## src/rtl/module_keypad.sv

```systemverilog
// 4x4 matrix keypad scanner: column scan, full-scan debounce, one-cycle key strobe.
// Optional auto-repeat of a held key when KEYPAD_REPEAT_EN is defined.
module module_keypad #(
   parameter int unsigned SCAN_DIV       = 27000,
   parameter int unsigned DEBOUNCE_SCANS = 8,
   parameter int unsigned REPEAT_SCANS   = 100
) (
   input  logic       clk_pi,
   input  logic       rst_pi,
   input  logic [3:0] row_pi,
   output logic [3:0] col_po,
   output logic [3:0] key_po,
   output logic       key_valid_po,
   output logic       key_held_po
);

   if (SCAN_DIV < 4 || DEBOUNCE_SCANS < 1 || DEBOUNCE_SCANS > 255 || REPEAT_SCANS < 1) begin : g_param_check
      $error("module_keypad: parameter out of range");
   end

   localparam int unsigned SW = $clog2(SCAN_DIV);
   localparam logic [SW-1:0] SLOT_LAST = SW'(SCAN_DIV - 1);

   localparam logic [1:0] CLS_NONE   = 2'd0;
   localparam logic [1:0] CLS_SINGLE = 2'd1;
   localparam logic [1:0] CLS_MULTI  = 2'd2;

   localparam logic [0:0] ST_IDLE    = 1'b0;
   localparam logic [0:0] ST_PRESSED = 1'b1;

   logic [3:0]    row_meta, row_sync;
   logic [SW-1:0] slot_cnt;
   logic [1:0]    col_idx;
   logic [15:0]   snap, snap_next;
   logic [1:0]    prev_cls, cls, n_closed;
   logic [3:0]    prev_code, hit_code;
   logic [7:0]    stab_cnt, cnt_next;
   logic [0:0]    state;
   logic [3:0]    key_q;
   logic          valid_q, held_q;
   logic          sample, scan_done, same_cls, accept, release_key, rep_fire;

   assign sample    = (slot_cnt == SLOT_LAST);
   assign scan_done = sample && (col_idx == 2'd3);

   // Snapshot is column-major: bit col*4+row set means that key is closed.
   always_comb begin
      snap_next = snap;
      if (sample) snap_next[{col_idx, 2'b00} +: 4] = ~row_sync;
   end

   always_comb begin
      n_closed = 2'd0;
      hit_code = 4'd0;
      for (int i = 0; i < 16; i++) begin
         if (snap_next[i]) begin
            if (n_closed == 2'd0) hit_code = {2'(i % 4), 2'(i / 4)};
            if (n_closed != 2'd2) n_closed = n_closed + 2'd1;
         end
      end
      case (n_closed)
         2'd0:    cls = CLS_NONE;
         2'd1:    cls = CLS_SINGLE;
         default: cls = CLS_MULTI;
      endcase
   end

   assign same_cls = (cls == prev_cls) && ((cls != CLS_SINGLE) || (hit_code == prev_code));

   always_comb begin
      if (!same_cls)              cnt_next = 8'd1;
      else if (stab_cnt == 8'hFF) cnt_next = 8'hFF;
      else                        cnt_next = stab_cnt + 8'd1;
   end

   assign accept      = scan_done && (state == ST_IDLE) && (cls == CLS_SINGLE)
                        && (cnt_next == 8'(DEBOUNCE_SCANS));
   assign release_key = scan_done && (state == ST_PRESSED) && (cls == CLS_NONE)
                        && (cnt_next == 8'(DEBOUNCE_SCANS));

`ifdef KEYPAD_REPEAT_EN
   localparam int unsigned RW = $clog2(REPEAT_SCANS + 1);
   logic [RW-1:0] rep_cnt, rep_inc;
   logic          rep_hold;

   assign rep_inc  = rep_cnt + RW'(1);
   assign rep_hold = (state == ST_PRESSED) && (cls == CLS_SINGLE) && (hit_code == key_q);
   assign rep_fire = scan_done && rep_hold && (rep_inc == RW'(REPEAT_SCANS));

   // Entering PRESSED happens from IDLE, where rep_hold is low, so the counter starts at zero.
   always_ff @(posedge clk_pi or negedge rst_pi) begin
      if (!rst_pi) begin
         rep_cnt <= '0;
      end else if (scan_done) begin
         rep_cnt <= (rep_hold && !rep_fire) ? rep_inc : '0;
      end
   end
`else
   assign rep_fire = 1'b0;
`endif

   always_ff @(posedge clk_pi or negedge rst_pi) begin
      if (!rst_pi) begin
         row_meta  <= 4'hF;
         row_sync  <= 4'hF;
         slot_cnt  <= '0;
         col_idx   <= 2'd0;
         snap      <= 16'd0;
         prev_cls  <= CLS_NONE;
         prev_code <= 4'd0;
         stab_cnt  <= 8'd0;
         state     <= ST_IDLE;
         key_q     <= 4'd0;
         valid_q   <= 1'b0;
         held_q    <= 1'b0;
      end else begin
         row_meta <= row_pi;
         row_sync <= row_meta;
         if (sample) begin
            slot_cnt <= '0;
            col_idx  <= col_idx + 2'd1;
         end else begin
            slot_cnt <= slot_cnt + SW'(1);
         end
         snap    <= snap_next;
         valid_q <= accept | rep_fire;
         if (scan_done) begin
            prev_cls  <= cls;
            prev_code <= hit_code;
            stab_cnt  <= cnt_next;
            if (accept) begin
               state  <= ST_PRESSED;
               key_q  <= hit_code;
               held_q <= 1'b1;
            end else if (release_key) begin
               state  <= ST_IDLE;
               held_q <= 1'b0;
            end
         end
      end
   end

   assign col_po       = ~(4'b0001 << col_idx);
   assign key_po       = key_q;
   assign key_valid_po = valid_q;
   assign key_held_po  = held_q;

endmodule

```

## config.mk

```make
export PLATFORM = sky130hd
export DESIGN_NAME = module_keypad
export DESIGN_NICKNAME = d
export VERILOG_FILES = /design/src/rtl/module_keypad.sv
export SDC_FILE = /design/constraint.sdc
export NUM_CORES = 1
export LEC_CHECK = 0
export CORE_MARGIN = 8
export CORE_UTILIZATION = 35
export CTS_CLUSTER_DIAMETER = 50
export DETAILED_ROUTE_END_ITERATION = 16
export REMOVE_ABC_BUFFERS = 1
export SLEW_MARGIN = 30
export SYNTH_ARGS = -nofsm -noshare
export SYNTH_HDL_FRONTEND = slang
export SYNTH_SLANG_ARGS = --single-unit
```

## constraint.sdc

```tcl
create_clock -name clk_pi -period 10.4 [get_ports clk_pi]
set_input_delay 2.6 -clock clk_pi [delete_from_list [all_inputs] [get_ports clk_pi]]
set_output_delay 2.6 -clock clk_pi [all_outputs]
set_load 0.005 [all_outputs]
```

==> results of run 1 <==
## layout make-up
type	count	area, um^2	share of cell area, %
multi-input cells	517	3560	59.6
inverters	25	93.8	1.57
clock buffers	11	243	4.06
flip-flops and latches	61	1540	25.7
well taps	184	230	3.85
repair buffers	26	228	3.81
clock inverters	5	83.8	1.40
## worst max path at each step
| stage | start | to |
|---|---|---|
| 2_1_floorplan | slot_cnt[0]$_DFF_PN0_ | key_po[1]$_DFFE_PN0P_ |
| 3_3_place_gp | slot_cnt[0]$_DFF_PN0_ | key_po[3]$_DFFE_PN0P_ |
| 3_5_place_dp | slot_cnt[0]$_DFF_PN0_ | key_po[0]$_DFFE_PN0P_ |
| 4_1_cts | slot_cnt[0]$_DFF_PN0_ | key_po[0]$_DFFE_PN0P_ |
| 5_1_grt | slot_cnt[0]$_DFF_PN0_ | key_po[3]$_DFFE_PN0P_ |
| 6_report | slot_cnt[0]$_DFF_PN0_ | key_po[0]$_DFFE_PN0P_ |
## per-stage QoR
| step | instances | hold slack [ns] | utilization [%] | cell area, um^2 |
|---|---|---|---|---|
| final | 829 | 0.355 | 41.1 | 5970 |
| after CTS | 822 | 0.355 | 40.1 | 5830 |
| after floorplan | 603 | 0.345 | - | 5090 |
| after global placement | 806 | 0.345 | 37.8 | 5500 |
| after global routing | 829 | 0.358 | 41.1 | 5970 |
| after detailed placement | 806 | 0.347 | 37.9 | 5500 |
## power by group through the flow
stage	registers, mW	logic (mW)	clock network [mW]
floorplan	0.246	0.000931	0
global placement	0.247	0.00784	0
detailed placement	0.247	0.00785	0
CTS	0.243	0.00788	0.332
global route	0.243	0.00892	0.340
finish	0.243	0.00739	0.324
## routing by layer
layer | global-route usage (%) | up-vias | share of wire, %
met5 | 0 | - | 0
met4 | 5.03 | 0 | 2.0
met3 | 1.82 | 29 | 4.2
met2 | 22.6 | 146 | 48
met1 | 17.9 | 2334 | 46
li1 | - | 2363 | -
## critical path, delay by kind of cell (launching register included)
kind	cells	cell delay, ns
fa+ha+maj	6	1.47
compound gates	11	2.43
simple gates	16	3.33
flops	1	0.38
buf+inv	3	0.39
mux	7	1.56
## repair_timing
action	in CTS	in global routing
resized for setup	0	16
setup buffers	0	7
setup endpoints to repair	0	14
hold endpoints to repair	0	0
## synth_stat cells (all sizes together) (4+ instances only)
cell type   n
a211oi      8
a21oi      33
a31oi       8
and2       11
and3       11
buf         8
clkbuf     21
clkinv      5
dfrtp      53
dfstp       8
ha         16
inv        20
mux2       10
mux2i      14
nand2      78
nand2b      4
nand3      26
nand4      16
nor2       68
nor2b       4
nor3       17
nor4       10
o211ai     11
o21a        6
o21ai      40
o221ai      4
o22ai       6
o311ai      5
o31a       10
o31ai       7
or2         4
or3         7
xnor2      16
xor2       10
## kinds of logic after synthesis
family,after synthesis
AND/OR/NAND/NOR,272
AO/OA/AOI/OAI,177
flip-flops,61
buffers and inverters,54
XOR/XNOR,26
multiplexers,24
adder cells (fa/ha/maj),18
## state kept, by name, indices dropped and copies added (netlist names)
signal and flops:
key_held_po 1, key_valid_po 1, slot_cnt 15, snap 16
row_sync 4, prev_cls 2, key_po 4, row_meta 4
prev_code 4, stab_cnt 8, col_idx 2
==> summary.md, run 1 <==
| Metric | Value |
|---|---|
| Largest net degree at the start of global routing | 40 |
| I/O Pins | 16 |
| Mapped Avg Cell Area | 8.25 um^2 |
| Hold worst-path end | row_sync[2]$_DFF_PN1_ |
| Internal | 0.459 mW |
| Post-Synth Adder-Cell Area | 4.25% |
| I/O Buffers | 15 |
| Cell taking the most area after synthesis | dfrtp_1 |
| Most frequent cells in the layout | 77 x nand2_1, 66 x nor2_1, 53 x dfrtp_1, 38 x o21ai_0, 31 x a21oi_1 |
| First-pass GRT wire length | 22700 um |
| Sequential area share after synthesis | a little under 30% |
| Largest family of logic cells by synthesized area | simple AND/OR/NAND/NOR gates |
| CP arrival | roughly 9.9 ns |
| Number of fill cells | 1454 |
| Top cells by area, synth | dfrtp_1 25%, nand2_1 5.6%, nor2_1 4.8% |
| RR Startpoint | slot_cnt[0]$_DFF_PN0_ |
| Hold_sp | row_meta[2]$_DFF_PN1_ |
| Die height | ~140 um |
| Slew headroom | between 40% and 50% |
| Library cells used by synthesis | 93 |
| Vias in the first global route | roughly 4600 |
| Clock power share | a little under three fifths |
| Pwr dens | 96.1 mW/mm^2 |
| Clock-pin slew on the worst setup and hold paths | roughly 0.050 ns |
| Initial antenna violation count | 0 |
| Critical path endpoint category | flop |
| Sink Count | 61 |
| Final number of setup-violating endpoints | 0 |
| Number of diodes | 0 |
| Routed WL per cell | roughly 17 um |
| Aggregate routed wire length | about 14000 um |
| LEAKAGE | 2.43 nW |
| Final Max Tran Viols | 0 |
| FF+latch count, synth | 61 |
| Pre-antenna DRT Iters | 5 |
| Fmax | approximately 100 MHz |
| Layout cells sized above 1 | 14.9% |
| Most frequent CP cell | ha_1 |
| Final min period | 9.71 ns |
| Switching share of power | 20.0% |
| Synth Flop Type | dfrtp_1 |
| Clock root cell | clkbuf_16 |
| Synth Area in Compound Gates | 24.8% |
| Post-Syn Area | between 0.005 and 0.006 mm^2 |
| Reg-to-reg slack, setup | 0.69 ns |
| Final GP Congestion | between 0.9 and 1 |
| Slowest cell delay on critical path | about 0.55 ns |
| Crit path kind | flop to flop |
| Num CTS Buffers | 9 |
| Simple logic cell fraction of the synthesized area | roughly 28% |
| Initial Util | between 30% and 40% |
| Number of nets with antenna violations after detailed routing | 0 |
| Width of the die | between 100 and 150 um |
| Warnings from Yosys | 0 |
| Net Switching | approximately 0.11 mW |
| Post-synthesis mux area share | under 10% |
| DP Wirelength | 9960 um |
| Reg2Reg Capture Point | key_po[0]$_DFFE_PN0P_ |
| Die area | 0.0191 mm^2 |
| Synth Area in XOR/XNOR | 4.37% |
| CTS tree | built |
| Yosys top cell area share | about 25% |
| Max Fanout on Critical Path | 12 |
| Worst Hold Class | flop to flop |
| Clk Latency, worst-skew pair | 0.33 ns |
| Setup TNS | 0 ns |
| # rows | 44 |
| Total GRT Usage | 13.7% |
| Grt ovf | 0 |
| Gate Count Post-Synth | approximately 630 |
| Slowest cell on crit path | or4_4 |
| Final Hold Viols | 0 |
| Fin nets | between 600 and 700 |
| Area grow syn2layout | 14.6% |
| Via count | 4872 |
| Critical Path RT | 10.61 ns |
| Post-synth EDFFs | 0 |
| Peak supply drop | 63.6 uV |
| Total power | about 0.57 mW |
| Async SR Flop Fraction | 100% |
| Worst slew pin tran | 0.760 ns |
| Hold depth | 0 |
| CTS Buffer Depth | 2 |
| Initial detailed-routing violation count | 524 |
| CTS H-Tree Depth | 3 |
| Worst R2R Path Depth | 43 |
| Max-cap violations | 0 |
| Hold_buf cts | 0 |
| Reg power frac | 42.3% |
| Via-to-Cell Ratio | 5.88 |
| Fin crit share | 93.4% |
| Drt drc | 0 |
| Pre-CTS setup slack | 0.269 ns |
| Worst Skew | roughly 0.0057 ns |
| Combinational share of power | 1.3% |
| Core Box Area | 0.0145 mm^2 |
| Crit path launch type | flop |
| Most common cell after layout, fill and taps aside | nand2_1 |
| Setup ws final | just under 0.7 ns |
| Status | finished clean |
Power figures use the tool's default switching activity.
==> run 2: changes to the inputs <==
Settings changed: CELL_PAD_IN_SITES_DETAIL_PLACEMENT set to 1, CELL_PAD_IN_SITES_GLOBAL_PLACEMENT set to 1, GPL_ROUTABILITY_DRIVEN set to 1, PLACE_DENSITY_LB_ADDON set to 0.1.
==> run 2 against run 1 <==
Effect of this change:
- via count rose by 0.96%
- combinational power grew 5.7%
- sequential power barely moved
- clock skew is 0.00085 ns higher
- sequential share of layout area about the same
- non-clock buffer count rose by 2
- global-route usage up 2.8 points
- critical path depth up 2
- core utilization about the same
- critical path type unchanged
==> summary.md, run 2 (synthesis gave the netlist of run 1 again) <==
| Metric | Value |
|---|---|
| Clock-pin slew on the worst setup and hold paths | ~0.050 ns |
| Initial antenna violation count | 0 |
| CTS tree | built |
| Aggregate routed wire length | around 16000 um |
| Slew headroom | a little over two fifths |
| Reg2Reg Capture Point | key_po[1]$_DFFE_PN0P_ |
| Max reg flops | 16 |
| Critical Path RT | approximately 11 ns |
| DP Wirelength | approximately 12000 um |
| Drt drc | 0 |
| Most frequent cells in the layout | 76 x nand2_1, 65 x nor2_1, 52 x dfrtp_1, 37 x o21ai_0, 31 x a21oi_1 |
| Final Max Tran Viols | 0 |
| Sink Count | 61 |
| CP arrival | 9.87 ns |
| Num CTS Buffers | 9 |
| Worst Skew | between 0.006 and 0.007 ns |
| Width of the die | 138 um |
| Max Fanout on Critical Path | 11 |
| Fmax | 104 MHz |
| Worst Hold Class | flop to flop |
| Grt ovf | 0 |
| First-pass GRT wire length | 26900 um |
| Final Hold Viols | 0 |
| # rows | 44 |
| I/O Pins | 16 |
| CTS H-Tree Depth | 3 |
| I/O Buffers | 15 |
| Clock root cell | clkbuf_16 |
| Die area | roughly 0.019 mm^2 |
| Number of nets with antenna violations after detailed routing | 0 |
| Inst Count DP | 810 |
| Pre-CTS setup slack | 0.201 ns |
| Worst slew pin tran | 0.847 ns |
| Pwr dens | 92.1 mW/mm^2 |
| Vias in the first global route | 5210 |
| Slowest cell delay on critical path | about 0.55 ns |
| Final min period | 9.66 ns |
| Core Box Area | 0.0145 mm^2 |
| Largest net degree at the start of global routing | 62 |
| Routed WL per cell | 19.0 um |
| Area grow syn2layout | 14.5% |
| Max-cap violations | 0 |
| Final GP Congestion | 0.876 |
| Total GRT Usage | 16.5% |
| Status | finished clean |
| LEAKAGE | 2.45 nW |
| Final Non-Filler Cells | between 800 and 900 |
| Pre-antenna DRT Iters | 4 |
| Initial detailed-routing violation count | 245 |
| Worst R2R Path Depth | 45 |
| Via-to-Cell Ratio | 5.91 |
| Number of diodes | 0 |
| Regs by FF count | snap: 16 flops, slot_cnt: 15 flops, stab_cnt: 8 flops |
| Die height | 138 um |
| Clk Latency, worst-skew pair | ~0.33 ns |
| Crit path launch type | flop |
| Final number of setup-violating endpoints | 0 |
| Critical path endpoint category | flop |
| Worst Setup SP | slot_cnt[0]$_DFF_PN0_ |
| RR Startpoint | slot_cnt[0]$_DFF_PN0_ |
| Via count | 4919 |
| Peak supply drop | 72.0 uV |
| Slowest cell on crit path | or4_4 |
| Reg-to-reg slack, setup | around 0.74 ns |
| Setup ws final | 0.743 ns |
| Fin crit share | 92.9% |
| Layout cells sized above 1 | 15.3% |
| Biggest register | snap |
| Setup crit end | key_po[1]$_DFFE_PN0P_ |
| Crit path kind | flop to flop |
| Hold_ws | 0.354 ns |
| Fin nets | 665 |
| Most frequent CP cell | ha_1 |
| Initial Util | 35.9% |
| CTS Buffer Depth | 2 |
| Most common cell after layout, fill and taps aside | nand2_1 |
[run 2: cell types whose count changed in the layout (fill, tap and decap cells not counted), moves of 2 or more]
| cell | change |
|---|---|
| mux2i_1 | +2 |
| buf_4 | +2 |
| mux2i_2 | -3 |
| clkinv_2 | +2 |
[run 2: final cells by class]
class / count / area, um^2
multi-input combinational: 518 / 3570
tap: 184 / 230
sequential: 61 / 1540
clock inverter: 4 / 47.5
fill: 1720 / 8570
clock buffer: 12 / 246
timing repair buffer: 28 / 243
inverter: 25 / 93.8
[run 2: how the worst min path moves through the flow]
stage                               start                     to  slack, ns  cells after the start
floorplan           row_meta[0]$_DFF_PN1_  row_sync[0]$_DFF_PN1_       0.35                      0
global placement    row_meta[3]$_DFF_PN1_  row_sync[3]$_DFF_PN1_       0.35                      0
finish              row_meta[1]$_DFF_PN1_  row_sync[1]$_DFF_PN1_       0.35                      0
global route        row_meta[1]$_DFF_PN1_  row_sync[1]$_DFF_PN1_       0.35                      0
detailed placement  row_meta[2]$_DFF_PN1_  row_sync[2]$_DFF_PN1_       0.35                      0
CTS                 row_meta[1]$_DFF_PN1_  row_sync[1]$_DFF_PN1_       0.35                      0
[run 2: timing repair]
action / in CTS / in global routing
hold buffers: 0 / 0
resized for setup: 0 / 22
setup endpoints to repair: 0 / 14
buffers inserted: 0 / 5
[run 2: per-layer routing]
metal	part of all wire (%)	global-route usage (%)
met1	47	20.7
met2	48	28.3
met3	2.7	2.02
met4	2.0	6.52
met5	0	0
[run 2: worst max-delay path: cells and delay by family, from the launching register on]
family,cells,cell delay (ns)
DFF,1,0.38
buffers and inverters,2,0.41
and+or+nand+nor,16,2.85
adders and majority gates,6,1.66
muxes,8,1.79
AOI/OAI and AO/OA,11,2.10
xor gates and xnor gates,2,0.31
[run 2: power breakdown]
part	switching, mW	internal (mW)	total, mW
Clock	0.107	0.191	0.298
Sequential	0.00263	0.241	0.243
Combinational	0.00550	0.00231	0.00781
[run 2: through the flow]
| step | setup TNS, ns | power (mW) | utilization (%) | area, um^2 |
|---|---|---|---|---|
| after floorplan | 0 | 0.247 | - | 5090 |
| after detailed placement | 0 | 0.255 | 38.0 | 5530 |
| after CTS | 0 | 0.558 | 40.1 | 5820 |
| final | 0 | 0.549 | 41.1 | 5970 |
| after global routing | -0.0342 | 0.568 | 41.1 | 5970 |
| after global placement | 0 | 0.255 | 38.0 | 5530 |
